==> src/rtl/dmem_access_ctrl_if.sv <==
// Request/response and data-memory bus of the data memory access controller.
// slave = controller side, master = datapath plus memory side.
interface dmem_access_ctrl_if #(
  parameter int ADDR_W = 8
);
  logic              req_valid;
  logic              req_ready;
  logic              req_we;
  logic [ADDR_W-1:0] req_base;
  logic [ADDR_W-1:0] req_offset;
  logic [15:0]       req_wdata;
  logic              resp_valid;
  logic [15:0]       resp_rdata;
  logic              resp_err;
  logic              busy;
  logic [ADDR_W-1:0] mem_addr;
  logic [15:0]       mem_wdata;
  logic              mem_write;
  logic              mem_read;
  logic [15:0]       mem_rdata;

  modport slave (
    input  req_valid, req_we, req_base,
    input  req_offset, req_wdata, mem_rdata,
    output req_ready, resp_valid, resp_rdata,
    output resp_err, busy, mem_addr,
    output mem_wdata, mem_write, mem_read
  );

  modport master (
    output req_valid, req_we, req_base,
    output req_offset, req_wdata, mem_rdata,
    input  req_ready, resp_valid, resp_rdata,
    input  resp_err, busy, mem_addr,
    input  mem_wdata, mem_write, mem_read
  );
endinterface

==> src/rtl/dmem_access_ctrl.sv <==
// Data memory access controller: one request at a time, fully registered outputs.
// Define DMEM_WRITE_VERIFY_EN to add a read-back check after every store.
module dmem_access_ctrl #(
  parameter int SIZE_DM = 32,
  parameter int ADDR_W  = 8
) (
  input  logic               clk,
  input  logic               rst_n,
  dmem_access_ctrl_if.slave  bus
);

  typedef enum logic [2:0] {
    IDLE,
    SETUP,
    STROBE,
    HOLD,
    ERR
`ifdef DMEM_WRITE_VERIFY_EN
    ,
    VSTROBE,
    VCHECK
`endif
  } state_e;

  state_e            state_q, state_d;
  logic              we_q, we_d;
  logic [ADDR_W-1:0] addr_q, addr_d;
  logic [15:0]       wdata_q, wdata_d;
  logic              wr_q, wr_d;
  logic              rd_q, rd_d;
  logic              rv_q, rv_d;
  logic              err_q, err_d;
  logic [15:0]       rdata_q, rdata_d;
  logic              busy_q, busy_d;
  logic              ready_q, ready_d;

  logic [ADDR_W-1:0] ea;
  logic              oor;

  // Effective address wraps modulo 2^ADDR_W
  assign ea  = bus.req_base + bus.req_offset;
  assign oor = 32'(ea) >= SIZE_DM;

  always_comb begin
    state_d = state_q;
    we_d    = we_q;
    addr_d  = addr_q;
    wdata_d = wdata_q;
    wr_d    = 1'b0;
    rd_d    = 1'b0;
    rv_d    = 1'b0;
    err_d   = 1'b0;
    rdata_d = 16'h0000;
    unique case (state_q)
      IDLE: begin
        if (bus.req_valid) begin
          if (oor) begin
            state_d = ERR;
            rv_d    = 1'b1;
            err_d   = 1'b1;
          end else begin
            state_d = SETUP;
            we_d    = bus.req_we;
            addr_d  = ea;
            if (bus.req_we) wdata_d = bus.req_wdata;
          end
        end
      end
      SETUP: begin
        state_d = STROBE;
        wr_d    = we_q;
        rd_d    = !we_q;
      end
      STROBE: begin
        state_d = HOLD;
`ifdef DMEM_WRITE_VERIFY_EN
        rv_d    = !we_q;
`else
        rv_d    = 1'b1;
`endif
        rdata_d = we_q ? 16'h0000 : bus.mem_rdata;
      end
      HOLD: begin
`ifdef DMEM_WRITE_VERIFY_EN
        if (we_q) begin
          state_d = VSTROBE;
          rd_d    = 1'b1;
        end else begin
          state_d = IDLE;
        end
`else
        state_d = IDLE;
`endif
      end
`ifdef DMEM_WRITE_VERIFY_EN
      VSTROBE: begin
        state_d = VCHECK;
        rv_d    = 1'b1;
        rdata_d = bus.mem_rdata;
        err_d   = bus.mem_rdata != wdata_q;
      end
      VCHECK: state_d = IDLE;
`endif
      ERR:     state_d = IDLE;
      default: state_d = IDLE;
    endcase
    busy_d  = state_d != IDLE;
    ready_d = state_d == IDLE;
  end

  always_ff @(posedge clk or negedge rst_n) begin
    if (!rst_n) begin
      state_q <= IDLE;
      we_q    <= 1'b0;
      addr_q  <= '0;
      wdata_q <= 16'h0000;
      wr_q    <= 1'b0;
      rd_q    <= 1'b0;
      rv_q    <= 1'b0;
      err_q   <= 1'b0;
      rdata_q <= 16'h0000;
      busy_q  <= 1'b0;
      ready_q <= 1'b1;
    end else begin
      state_q <= state_d;
      we_q    <= we_d;
      addr_q  <= addr_d;
      wdata_q <= wdata_d;
      wr_q    <= wr_d;
      rd_q    <= rd_d;
      rv_q    <= rv_d;
      err_q   <= err_d;
      rdata_q <= rdata_d;
      busy_q  <= busy_d;
      ready_q <= ready_d;
    end
  end

  assign bus.req_ready  = ready_q;
  assign bus.resp_valid = rv_q;
  assign bus.resp_rdata = rdata_q;
  assign bus.resp_err   = err_q;
  assign bus.busy       = busy_q;
  assign bus.mem_addr   = addr_q;
  assign bus.mem_wdata  = wdata_q;
  assign bus.mem_write  = wr_q;
  assign bus.mem_read   = rd_q;

endmodule

==> src/flat_wrapper.sv <==
// flat-port wrapper written by rule: the top's interface ports become plain ports
module dmem_access_ctrl_flat 
#(
  parameter int SIZE_DM = 32,
  parameter int ADDR_W  = 8
)
  (clk, rst_n, bus_req_valid, bus_req_we, bus_req_base, bus_req_offset, bus_req_wdata, bus_mem_rdata, bus_req_ready, bus_resp_valid, bus_resp_rdata, bus_resp_err, bus_busy, bus_mem_addr, bus_mem_wdata, bus_mem_write, bus_mem_read);
  dmem_access_ctrl_if #(.ADDR_W(ADDR_W)) bus_i ();
  input  logic clk;
  input  logic rst_n;
  input wire logic [$bits(bus_i.req_valid)-1:0] bus_req_valid;
  input wire logic [$bits(bus_i.req_we)-1:0] bus_req_we;
  input wire logic [$bits(bus_i.req_base)-1:0] bus_req_base;
  input wire logic [$bits(bus_i.req_offset)-1:0] bus_req_offset;
  input wire logic [$bits(bus_i.req_wdata)-1:0] bus_req_wdata;
  input wire logic [$bits(bus_i.mem_rdata)-1:0] bus_mem_rdata;
  output wire logic [$bits(bus_i.req_ready)-1:0] bus_req_ready;
  output wire logic [$bits(bus_i.resp_valid)-1:0] bus_resp_valid;
  output wire logic [$bits(bus_i.resp_rdata)-1:0] bus_resp_rdata;
  output wire logic [$bits(bus_i.resp_err)-1:0] bus_resp_err;
  output wire logic [$bits(bus_i.busy)-1:0] bus_busy;
  output wire logic [$bits(bus_i.mem_addr)-1:0] bus_mem_addr;
  output wire logic [$bits(bus_i.mem_wdata)-1:0] bus_mem_wdata;
  output wire logic [$bits(bus_i.mem_write)-1:0] bus_mem_write;
  output wire logic [$bits(bus_i.mem_read)-1:0] bus_mem_read;
  assign bus_i.req_valid = bus_req_valid;
  assign bus_i.req_we = bus_req_we;
  assign bus_i.req_base = bus_req_base;
  assign bus_i.req_offset = bus_req_offset;
  assign bus_i.req_wdata = bus_req_wdata;
  assign bus_i.mem_rdata = bus_mem_rdata;
  assign bus_req_ready = bus_i.req_ready;
  assign bus_resp_valid = bus_i.resp_valid;
  assign bus_resp_rdata = bus_i.resp_rdata;
  assign bus_resp_err = bus_i.resp_err;
  assign bus_busy = bus_i.busy;
  assign bus_mem_addr = bus_i.mem_addr;
  assign bus_mem_wdata = bus_i.mem_wdata;
  assign bus_mem_write = bus_i.mem_write;
  assign bus_mem_read = bus_i.mem_read;
  dmem_access_ctrl #(.SIZE_DM(SIZE_DM), .ADDR_W(ADDR_W)) u_core (.clk(clk), .rst_n(rst_n), .bus(bus_i));
endmodule
==> config.mk <==
export PLATFORM = sky130hd
export DESIGN_NAME = dmem_access_ctrl_flat
export DESIGN_NICKNAME = d
export VERILOG_FILES = /design/src/rtl/dmem_access_ctrl_if.sv /design/src/rtl/dmem_access_ctrl.sv /design/src/flat_wrapper.sv
export SDC_FILE = /design/constraint.sdc
export NUM_CORES = 1
export LEC_CHECK = 0
export CELL_PAD_IN_SITES_DETAIL_PLACEMENT = 1
export CELL_PAD_IN_SITES_GLOBAL_PLACEMENT = 1
export CORE_AREA = 8 8 88 90
export CTS_CLUSTER_DIAMETER = 100
export DETAILED_ROUTE_END_ITERATION = 10
export DIE_AREA = 0 0 96 98
export PLACE_DENSITY_LB_ADDON = 0.1
export RECOVER_POWER = 100
export REMOVE_ABC_BUFFERS = 1
export SLEW_MARGIN = 5
export SYNTH_ARGS = -nofsm -noshare
export SYNTH_HDL_FRONTEND = slang
export SYNTH_SLANG_ARGS = --single-unit
==> constraint.sdc <==
create_clock -name clk -period 3.2 [get_ports clk]
set_input_delay 0.32 -clock clk [delete_from_list [all_inputs] [get_ports clk]]
set_output_delay 0.32 -clock clk [all_outputs]
set_load 0.1 [all_outputs]
Yosys cells after proc, flatten, opt, wreduce, memory -nomap -nowiden
Index checks and enable logic that the tools add are counted.
{ "totals": {"elab_cells": 33, "input_bits": 52, "reg_bits": 50, "output_inout_bits": 46} }
{ "op_classes": {"n_reduce_logical": 6, "order_cmp": 1, "n_eq_ne": 2, "bitwise": 1, "n_addsub": 1, "muxes": 11} }
{ "ops": {"columns": ["cell", "count"], "rows": [
  ["16-bit two-way mux", 2],
  ["3-bit one-hot mux with 3 select lines", 1],
  ["8-bit adder", 1],
  ["8-bit by 6-bit greater-or-equal comparator with 1-bit output (second input constant)", 1],
  ["3-bit logical NOT", 2],
  ["3-bit two-way mux", 2],
  ["1-bit two-way mux", 5],
  ["4-bit AND reduction", 1],
  ["3-bit by 1-bit equality test with 1-bit output (second input constant)", 1],
  ["3-bit by 2-bit equality test with 1-bit output (second input constant)", 1],
  ["3-bit AND reduction", 1],
  ["3-bit nonzero test", 1],
  ["1-bit one-hot mux with 2 select lines", 1],
  ["1-bit logical NOT", 1],
  ["1-bit NOT", 1]
]} }

Logic depth before layout (Yosys ltp)
{ "depth": {"depth_word": 6, "ltp_mapped": 10, "depth_no_buf": 9} }

Worst setup path after synthesis
OpenSTA, ideal clock, no wires.
{ "synth_path": {"path_kind": "input-to-reg", "startpoint": "in bus_req_offset[0]", "endpoint": "reg u_core.wdata_q[10], in the netlist u_core.bus.mem_wdata[10]", "path_slack_ps": 505, "cell_stages": 10, "setup_ps": 125, "t_arrival_ps": 2569, "t_required_ps": 3075, "path_buffers": 1, "path_cell_list": "ha_1 > inv_1 > fa_1 > nor2b_4 > o31a_4 > a2111oi_4 > o221ai_2 > nor3_4 > buf_8 > mux2_2"} }
{ "synth_via": {"elab_chain_cells": 4} }
{ "synth_lines": {"columns": ["element", "line", "rtl"], "rows": [
  ["start, declared", "flat_wrapper.sv:14", "input wire logic [$bits(bus_i.req_offset)-1:0] bus_req_offset;"],
  ["8-bit adder", "dmem_access_ctrl.sv:41", "assign ea = bus.req_base + bus.req_offset;"],
  ["8-bit by 6-bit greater-or-equal comparator with 1-bit output", "dmem_access_ctrl.sv:42", "assign oor = 32'(ea) >= SIZE_DM;"],
  ["1-bit NOT (no line)", null, null],
  ["4-bit AND reduction (no line)", null, null],
  ["end signal, assigned", "dmem_access_ctrl.sv:128", "wdata_q <= wdata_d;"],
  ["end, declared", "dmem_access_ctrl.sv:28", "logic [15:0] wdata_q, wdata_d;"]
]} }
Every way passes these cells.
A chain may end at the register's enable or synchronous reset.

Final worst setup path
{ "layout_path": {"startpoint": "in bus_req_offset[0]", "endpoint": "reg u_core.wdata_q[8], in the netlist u_core.bus.mem_wdata[8]"} }
The elaborated chain is that of the path after synthesis.

==> results.md <==
- Run status: completed
- Die area: around 9400 µm²
- First DRT Iteration DRCs: 43
- Tightest Pin Transition: 1.457 ns
- Worst skew pair latency: 0.29 ns
- Detailed-route DRC error count: 0
- Relative area change from synthesis to final layout: 53.63%
- Number of instances in the synthesized netlist: 153
- Number of library cell types mapped by synthesis: 33
- Routed length per instance: around 16 µm
- Footprint of the multi-input gates: 802.0 µm²
- Path category of the worst min-delay check: input port to asynchronous set/reset pin
- CTS tree: built
- Floorplan die height: slightly below 100 µm
- Final weighted congestion of routability-driven global placement: between 0.6 and 0.7
- Final period util: 91.00%
- Share of cells above drive strength 1: 13.18%
- Worst endpoint data arrival time: 3.09 ns
- Slowest cell on the critical path: sky130_fd_sc_hd__clkdlybuf4s50_1
- Number of standard-cell rows in the floorplan: 30
- Seq cells post-synth: 50
- I/O pin count: 98
- Total leakage power: 0.001532 µW
- Cells traversed along the worst timing path: clkdlybuf4s50_1, ha_1, inv_1, fa_1, nor2b_4, o31a_4, a2111oi_4, o221ai_1, nor3_4, buf_12, mux2_2
- CP Launch Type: input port
- Highest cell delay on the worst timing path: 0.40 ns
- Peak supply drop: 0.4392 mV
- Share of synthesized flip-flops with an asynchronous set or reset: 100.0%
- Post-synthesis cell area: 2121 µm²
- Min cycle time layout: between 2 and 3 ns
- Fmax: 343.4 MHz
- Detail-routed via count per cell: 4.645
- Max-capacitance violation count: 0
- Worst Skew: 0.006754 ns
- Via total after detailed routing: around 1600
- Detailed-route wire length: ~5.4 mm
- Pre-CTS WS: 0.08221 ns
- Detailed placer's ending HPWL: roughly 4.4 mm
- RSZ-0062 raised after global routing: no
- Total GRT Usage: between 10% and 20%
- Post-CTS setup buffers: 0
- Number of H-tree levels: 2
- Design area: 3258 µm²
- Number of synthesized flops with an enable pin: 0
- Antenna diode count: 0
- Fraction of synthesized cell area taken by the top area cell type: 57.82%
- Library cell with the largest summed area after synthesis: sky130_fd_sc_hd__dfrtp_1
- Clock slew seen by the registers of the worst setup and hold paths: roughly 0.090 ns
- Remaining antenna violation count: 0
- PortBufs: 97
- Most instantiated flip-flop cell in the synthesis netlist: sky130_fd_sc_hd__dfrtp_1
- Final Hold Slack: about 0.35 ns
- Worst-path maximum fanout: 17
- Floorplan Core Area: 6494 µm²
- Cts bufs inserted: 5
- Post-placement cell area: 3201 µm²
- Yosys warnings: 0
- Die Span X: 96 µm
- Worst setup slack after layout: 0.2881 ns
- Count of final max-slew check failures: 0
- Final hold violations: 0
- Endpoint class of the critical path: flip-flop
- DR pass1 iterations: 4
- Most frequent cells in the layout: 50 x sky130_fd_sc_hd__clkdlybuf4s50_1, 49 x sky130_fd_sc_hd__dfrtp_1, 45 x sky130_fd_sc_hd__dlygate4sd3_1, 20 x sky130_fd_sc_hd__mux2_2, 13 x sky130_fd_sc_hd__and2_0
- Data required time at the worst endpoint: about 3.4 ns
- Footprint of the flip-flops and latches: ~1300 µm²
- Number of failing setup endpoints in the final timing report: 0
- Hold-fix buffers, CTS: 0
- Antenna violations before repair: 0
- Global-route wire length before repair: ~8.9 mm
- Nets@finish: 318
- Setup TNS: 0 ns
- Worst slew margin: 2.869%
- CP bufs+invs: 3
- # clock sinks: 50
- Quantity of gates resized following cts: 0
- Largest cells by area after synthesis: sky130_fd_sc_hd__dfrtp_1 58%, sky130_fd_sc_hd__mux2_2 11%, sky130_fd_sc_hd__and2_1 4.7%
- Cell type group with the largest total delay on the critical path: compound AO/OA/AOI/OAI gates
- Power density normalized to cell area: 1038 nW/µm²
- Most frequent standard cell in the layout excluding fill and tap cells: sky130_fd_sc_hd__clkdlybuf4s50_1
- Sum of overflow across all layers after global routing: 0
- Portion of the post-synthesis area used by sequential elements: 59.06%
- Starting utilization of the core area: approximately 33%
- Clock buffer depth: 2
- Crit Path Category: input port to flip-flop
- Pin count of the biggest net entering global routing: 28
- Avg Synthesized Cell Area: 13.86 µm²
- Clock tree root buffer cell: sky130_fd_sc_hd__clkbuf_8
- Number of fill cells in the layout: 696
- Via count of the first global-routing pass: 1736
[power breakdown]
| part | switching [µW] | total, µW | internal [µW] |
|---|---|---|---|
| Sequential | 97.2 | 938 | 841 |
| Combinational | 1650 | 2100 | 453 |
| Clock | 192 | 343 | 151 |
| Total | 1940 | 3380 | 1440 |
[cell families after synthesis]
kind of cell	share of synthesized area (%)
and+or+nand+nor	11.15
AOI/OAI and AO/OA	9.144
xor gates and xnor gates	1.652
adders and majority gates	5.074
DFF	59.06
buffers and inverters	2.832
muxes	11.09
[flip-flops by register name, indices dropped and copies added (netlist names), 3 cells and up]
signal                 cells
u_core.bus.mem_wdata      16
u_core.bus.resp_rdata     16
u_core.bus.mem_addr        8
u_core.state_q             3
[synthesized netlist by cell type (3+ instances only)]
master / instances
sky130_fd_sc_hd__nor2b_1: 3
sky130_fd_sc_hd__nand2_1: 4
sky130_fd_sc_hd__inv_1: 11
sky130_fd_sc_hd__o21a_1: 4
sky130_fd_sc_hd__nor2_1: 5
sky130_fd_sc_hd__ha_1: 7
sky130_fd_sc_hd__dfrtp_1: 49
sky130_fd_sc_hd__nor4b_1: 3
sky130_fd_sc_hd__xnor2_1: 3
sky130_fd_sc_hd__mux2_2: 20
sky130_fd_sc_hd__and2_1: 16
sky130_fd_sc_hd__a21oi_1: 3
[per-layer routing]
metal	vias to the layer above	GRT usage [%]	wire [µm]
li1	734	-	-
met1	779	13.56	2030
met2	50	19.77	2826
met3	7	4.988	488
met4	0	3.195	55
met5	-	0	0
[final cells by class]
| class | count | share of cell area, % |
|---|---|---|
| Multi-Input combinational cell | 90 | 24.62 |
| Sequential cell | 50 | 38.44 |
| Timing Repair Buffer | 100 | 30.26 |
| Clock buffer | 7 | 2.343 |
| Inverter | 11 | 1.267 |
| Tap cell | 80 | 3.072 |
[stage by stage]
step	instances	util, %	power (µW)
floorplan	151	-	2592
global placement	331	49.29	3141
detailed placement	331	49.29	3163
CTS	338	50.46	3515
global route	338	50.17	3525
finish	338	50.17	3381
[worst paths after layout]
path	depth (start not counted)	start	slack, ns	endpoint
setup / recovery	11	bus_req_offset[0]	0.29	u_core.bus.mem_wdata[8]$_DFFE_PN0P_
hold / removal	1	rst_n	0.35	u_core.bus.mem_wdata[2]$_DFFE_PN0P_
setup reg to reg	4	u_core.state_q[2]$_DFF_PN0_	0.87	u_core.bus.mem_addr[3]$_DFFE_PN0P_
hold reg to reg	1	u_core.we_q$_DFFE_PN0P_	0.47	u_core.bus.mem_read$_DFF_PN0_
max in group asynchronous	2	rst_n	1.02	u_core.bus.mem_read$_DFF_PN0_
min in group clk	1	u_core.we_q$_DFFE_PN0P_	0.47	u_core.bus.mem_read$_DFF_PN0_
No activity file was read; power rests on OpenSTA's default activity.
